### config.mk
export PLATFORM = sky130hd
export DESIGN_NAME = core_result_writer
export DESIGN_NICKNAME = d
export VERILOG_FILES = /design/src/rtl/core_result_writer.sv
export SDC_FILE = /design/constraint.sdc
export NUM_CORES = 1
export LEC_CHECK = 0
export CELL_PAD_IN_SITES_DETAIL_PLACEMENT = 1
export CELL_PAD_IN_SITES_GLOBAL_PLACEMENT = 1
export CORE_AREA = 2 2 158 160
export DETAILED_ROUTE_END_ITERATION = 7
export DIE_AREA = 0 0 160 162
export PLACE_DENSITY_LB_ADDON = 0.1
export SYNTH_ARGS = -nofsm -noshare
export SYNTH_HDL_FRONTEND = slang
export SYNTH_SLANG_ARGS = --single-unit
### constraint.sdc
create_clock -name clk -period 1.9 [get_ports clk]
set_clock_uncertainty 0.05 [all_clocks]
set_input_delay 0.38 -clock clk [delete_from_list [all_inputs] [get_ports clk]]
set_output_delay 0.38 -clock clk [all_outputs]
set_load 0.02 [all_outputs]
### src/rtl/core_result_writer.sv
// Result writer: captures the packed per-core result bus and streams it
// out lane by lane as addressed 32-bit words over a valid/ready handshake.
//
// Ports:
//   clk, rst_n      clock, synchronous active-low reset
//   start_run_i     clears address, overrun flag and any held capture
//   result_i        packed core results, lane 0 in the LSBs
//   valid_core_i    single-cycle strobe: result_i is valid
//   data_o, addr_o  current output word and its memory address
//   valid_o         data_o/addr_o valid; held until ready_i
//   ready_i         sink accepts the word when valid_o && ready_i
//   busy_o          a capture is held and not yet fully sent
//   overrun_o       sticky: a valid_core_i was dropped
module core_result_writer #(
    parameter int DATA_WIDTH = 32,
    parameter int NUM_CORES  = 4,
    parameter int CNT_WIDTH  = 12
) (
    input  logic                            clk,
    input  logic                            rst_n,
    input  logic                            start_run_i,
    input  logic [NUM_CORES*DATA_WIDTH-1:0] result_i,
    input  logic                            valid_core_i,
    output logic [DATA_WIDTH-1:0]           data_o,
    output logic [CNT_WIDTH-1:0]            addr_o,
    output logic                            valid_o,
    input  logic                            ready_i,
    output logic                            busy_o,
    output logic                            overrun_o
);

    localparam int IDX_W = (NUM_CORES > 1) ? $clog2(NUM_CORES) : 1;
    localparam logic [IDX_W-1:0] LAST_IDX = IDX_W'(NUM_CORES - 1);

    typedef enum logic {
        IDLE,
        SEND
    } state_t;

    state_t                          state;
    logic [NUM_CORES*DATA_WIDTH-1:0] cap_buf;
    logic [IDX_W-1:0]                idx;
    logic [CNT_WIDTH-1:0]            addr;

    logic [DATA_WIDTH-1:0] lanes [NUM_CORES];
    logic [IDX_W-1:0]      idx_inc;
    logic [CNT_WIDTH-1:0]  addr_inc;
    logic                  last_lane;

    for (genvar g = 0; g < NUM_CORES; g++) begin : g_lane
        assign lanes[g] = cap_buf[g*DATA_WIDTH +: DATA_WIDTH];
    end

    assign idx_inc   = idx + 1'b1;
    // Natural wrap of the counter gives the modulo-2^CNT_WIDTH address.
    assign addr_inc  = addr + 1'b1;
    assign last_lane = (idx == LAST_IDX);

    // addr tracks the address of the word on the bus while in SEND,
    // and the next address to be used while in IDLE.
    always_ff @(posedge clk) begin
        if (!rst_n) begin
            state     <= IDLE;
            cap_buf   <= '0;
            idx       <= '0;
            addr      <= '0;
            data_o    <= '0;
            addr_o    <= '0;
            valid_o   <= 1'b0;
            busy_o    <= 1'b0;
            overrun_o <= 1'b0;
        end else if (start_run_i) begin
            state     <= IDLE;
            idx       <= '0;
            addr      <= '0;
            addr_o    <= '0;
            valid_o   <= 1'b0;
            busy_o    <= 1'b0;
            overrun_o <= 1'b0;
        end else begin
            unique case (state)
                IDLE: begin
                    if (valid_core_i) begin
                        cap_buf <= result_i;
                        idx     <= '0;
                        data_o  <= result_i[DATA_WIDTH-1:0];
                        addr_o  <= addr;
                        valid_o <= 1'b1;
                        busy_o  <= 1'b1;
                        state   <= SEND;
                    end
                end
                SEND: begin
                    if (ready_i) begin
                        addr   <= addr_inc;
                        addr_o <= addr_inc;
                        if (!last_lane) begin
                            idx    <= idx_inc;
                            data_o <= lanes[idx_inc];
                            if (valid_core_i) overrun_o <= 1'b1;
                        end else if (valid_core_i) begin
                            // Back-to-back: refill on the final accept.
                            cap_buf <= result_i;
                            idx     <= '0;
                            data_o  <= result_i[DATA_WIDTH-1:0];
                        end else begin
                            idx     <= '0;
                            valid_o <= 1'b0;
                            busy_o  <= 1'b0;
                            state   <= IDLE;
                        end
                    end else if (valid_core_i) begin
                        overrun_o <= 1'b1;
                    end
                end
            endcase
        end
    end

endmodule

# Yosys cells after proc, flatten, opt, wreduce, memory -nomap -nowiden
# Cells that the tools add are included.
# totals
regBits	189
latch_bits	0
mem_bits_rw	0
mem_bits_ro	0
input_bits	133
n_memories	0
# op_classes
n_addsub	2
multipliers	0
n_div	0
n_lt_le_gt_ge	1
eq_ne	6
shift	0
mux	30
n_bitwise	4
reduce_logical	7
# ops
cell	count
128-bit 2-to-1 mux	3
128-bit one-hot mux with 2 select lines	1
32-bit 2-to-1 mux	5
32-bit binary-select mux with 2-bit select	1
32-bit one-hot mux with 2 select lines	1
12-bit 2-to-1 mux	2
12-bit one-hot mux with 2 select lines	1
12-bit by 1-bit adder with 12-bit output, second input constant	1
1-bit 2-to-1 mux	10
2-bit inequality test, second input constant	4
2-bit AND reduction	4
2-bit 2-to-1 mux	3
1-bit one-hot mux with 2 select lines	2
2-bit one-hot mux with 2 select lines	1
4-bit AND reduction	1
3-bit >= comparator, second input constant	1
1-bit NOT	3
2-bit NOT with 3-bit output	1
3-bit AND reduction	1
2-bit by 1-bit adder with 2-bit output, second input constant	1
2-bit == test, second input constant	1
2-bit by 1-bit inequality test with 1-bit output, second input constant	1
2-bit OR reduction	1

# Logic depth before layout (Yosys ltp)
# depth
depth_word	8
depth_mapped	8
depth_no_buf	5

# Least setup slack after synthesis
# No wires, ideal clock.
# synth_timing
path_type	register to register
startpoint	register idx[0]
endpoint	register data_o[0]
t_arrival_ps	1666
required_time_ps	1732
slack_ps	66
path_stages_with_launch	7
n_path_buf	2
synth_period_minus_slack_ps	1834
path_cell_list	dfxtp_1 -> ha_1 -> buf_2 -> buf_2 -> mux4_2 -> nor2_1 -> nor2_1
# synth_via
elab_chain_len	8
elab_cells_between_ends	9
classes_between	1 x add/sub; 1 x eq/ne; 6 x mux; 1 x bitwise
# synth_lines
item	line_no	rtl
start, declared	42	logic [IDX_W-1:0] idx;
start signal, assigned	98	idx <= idx_inc;
2-bit by 1-bit adder with 2-bit output	54	assign idx_inc = idx + 1'b1;
2-bit NOT with 3-bit output (implied by the code)	99	data_o <= lanes[idx_inc];
32-bit binary-select mux with 2-bit select	99	
32-bit 2-to-1 mux (implied by the code) (2 in series)	99	
32-bit 2-to-1 mux (*)	97	if (!last_lane) begin
32-bit 2-to-1 mux (*)	94	if (ready_i) begin
32-bit one-hot mux with 2 select lines (*)	81	unique case (state)
end signal, assigned	86	data_o <= result_i[DATA_WIDTH-1:0];
end signal, assigned	99	
end signal, assigned	105	data_o <= result_i[DATA_WIDTH-1:0];
end, declared	24	output logic [DATA_WIDTH-1:0] data_o,
# Every way passes the cells marked *; elsewhere a longest branch is shown, timed or not. The select of a mux whose other input is x is not followed.
# A chain may end at the register's enable or synchronous reset.

# Worst setup path in the final report
# layout_timing
startpoint	register data_o[5]
endpoint	output port data_o[5]
# No word-level cell between the ends.

==> flow_summary_export.csv <==
group,metric,value,unit
floorplan,io_pins,180,
detailed_routing,drc_errors,0,
critical_path,required,1470,ps
run,drv_cap,0,
finish,syn_to_final_growth,36.6,%
cts,cts_made_buffers,17,
cts,cts_tree,"built",
cts,clkLatencyLatePin,430,ps
synth,ys_warn_count,0,
synth,syn_inst,910,
synth,synth.distinct_cells,39,
detailed_routing,drt_iter0_drc,262,
critical_path,critical_path.startpoint_type,"flop",
worst_hold_path,hp-start,"rst_n",
finish,antenna_cells,0,
sta,hold_slack,257,ps
finish,stdcell_count,1421,
cts,clk_path_buf_depth,2,
finish,nets,1219,
floorplan,die_y,162,um
cts,postCtsSetupRepairBufs,0,
detailed_routing,ant_nets,0,
place,dp_slack,-231,ps
sta,finalSetupTns,0,ps
global_route,first_global_vias,7118,
sta,finalHoldViolCount,0,
detailed_routing,via_per_inst,4.91,
synth,synth-seq-cells,189,
sta,max_freq,0.541,GHz
sta,rsz0062_at_grt,"false",
synth,synth_area,8130,um2
detailed_routing,vias,6971,
global_route,antenna_found_initial,0,
pwr,p_sw,2.41,mW
cts,htree_num_levels,4,
pwr,pwr-share-seq,46.8,%
detailed_routing,routed_wl,24.1,mm
status,status,"complete, no violations",
sta,period_share,97.2,%
sta,layout_setup_ws,52.5,ps
finish,fill_cells,2808,
critical_path,max_stage_delay,620,ps
critical_path,crit_start,"data_o[5]",
detailed_routing,dr.pass1.iters,4,
sta,slew_viol_final,0,
floorplan,die_x,160,um
pwr,pwr-share-clk,39.7,%
critical_path,path_class,"flop to primary output",
critical_path,critPathTopFamily,"buffers and inverters",
cts,cts_hold_buffers,0,
sta,max-slew-margin-rel,57.8,%
pwr,sw_frac_of_total,26.5,%
cts,cts_sinks,189,
critical_path,path_cells,"clkdlybuf4s50_1",
place,dp_hpwl,16.2,mm
critical_path,rr_startpoint,"idx[0]",
place,placement.io_buffers,179,
global_route,grt_start_max_net_pins,67,
critical_path,cp_num_buf_inv,1,
cts,cts-root-buf,"clkbuf_16",
synth,synth_edf_count,0,
critical_path,cp_slowest_cell,"clkdlybuf4s50_1",
finish,register_area,3780,um2
sta,worst_pin_slew,633,ps
place,dp_cells,1388,
sta,setup_viol,0,
floorplan,core.rowCount,57,
place,gp_congestion,0.743,
pwr,p_int,6.67,mW
global_route,grt_pass1_wl,38.6,mm
finish,final_cell_mix,"270 x nand2_1, 188 x dfxtp_1, 167 x clkdlybuf4s50_1",
finish,drive_above_1_share,11.3,%
synth,synthFlopType,"dfxtp_1",
worst_hold_path,min_path_type,"input pin to flop",
cts,clkSlewWorstSetupHoldPaths,70,ps
pwr,p_leak,4.14,nW
synth,synthArstFlopShare,0,%
finish,layout_commonest_cell,"nand2_1",
critical_path,path_max_fanout,2,
sta,fin_crit,1850,ps
pwr,pwr_density_cell,817,nW/um2
global_route,overflow,0,
floorplan,initial_core_util,33.7,%
critical_path,cp-end-kind,"primary output",
synth,yosysSeqAreaShare,46.6,%
synth,syn_nets,1045,
pwr,totalPowerFinal,9.07,mW
synth,synth.avg_cell_area,8.93,um2
pwr,worst_ir_drop_vdd,0.568,mV
critical_path,crit_arrival,1420,ps
floorplan,dieArea,25900,um2
detailed_routing,routedWlPerCell,16.9,um
pwr,p_comb_share,13.4,%
finish,multi_input_area,3930,um2
global_route,gr-usage-all-layers,18.8,%
floorplan,coreArea,24100,um2
-- routing by layer --
metal | global-route usage (%) | wire (um) | vias up
met3 | 3.52 | 824 | 14
met4 | 5.08 | 235 | 0
met5 | 0 | 0 | -
li1 | - | - | 3458
met1 | 25.8 | 11800 | 3371
met2 | 30.4 | 11200 | 128
-- per-stage QoR --
stage | utilization [%] | instance area [um2]
6_report | 46.1 | 11100
5_1_grt | 46.1 | 11100
4_1_cts | 45.8 | 11000
3_5_place_dp | 43.4 | 10500
3_3_place_gp | 43.4 | 10500
2_1_floorplan | - | 8130
-- layout make-up --
class / count / share of cell area (%)
multi-input cells: 639 / 35.4
flip-flops and latches: 189 / 34.1
repair buffers: 232 / 21.5
clock buffers: 17 / 3.83
well taps: 324 / 3.65
clock inverters: 15 / 1.43
inverters: 5 / 0.169
-- kinds of logic (layout without fill, tap and decap cells) --
kind of cell             Yosys count  in the layout  share of synthesized area (%)
AND/OR/NAND/NOR                  387            387                           18.8
multiplexers                      34             34                           9.11
XOR/XNOR                          10             10                           1.08
AO/OA/AOI/OAI                    206            206                           18.6
flip-flops                       189            189                           46.6
adder cells (fa/ha/maj)            2              2                          0.308
buffers and inverters             82            269                           5.51
-- synth_stat cells (all sizes together), types with 4 or more instances --
library cell	instances	area share [%]
a21oi	18	1.1
dfxtp	189	47
o21ai	15	0.92
nand2b	4	0.31
o221ai	32	3.4
nor3	11	0.68
mux4	32	8.9
or3	4	0.31
nor2	81	3.7
nand3	5	0.31
a21boi	129	12
nor4	4	0.31
nand2	270	12
clkbuf	26	1.2
a211oi	4	0.37
inv	5	0.23
buf	51	4.1
xnor2	10	1.1
-- worst paths after layout --
kind | endpoint | slack [ps] | cells past startpoint
setup reg to reg | data_o[18] | 110 | 4
hold / removal | data_o[21] | 260 | 3
hold reg to reg | cap_buf[70] | 400 | 2
setup / recovery | data_o[5] | 50 | 1
-- state kept, by name (all words and copies together), names as in the netlist --
signal	count
state	1
busy_o	1
addr	12
cap_buf	128
idx	2
addr_o	12
data_o	32
overrun_o	1
-- repair_timing --
item                                    in CTS  in global routing
gates resized for setup                      0                 12
endpoints found under the setup margin       0                 25
endpoints found under the hold margin        0                  0
-- power by group through the flow --
stage	Combinational (mW)	Clock (mW)	Sequential, mW
global placement	1.22	0	4.34
finish	1.22	3.60	4.25
global route	1.33	3.88	4.27
detailed placement	1.23	0	4.34
floorplan	0.523	0	4.39
CTS	1.24	3.72	4.25
(Power assumes the default switching activity.)
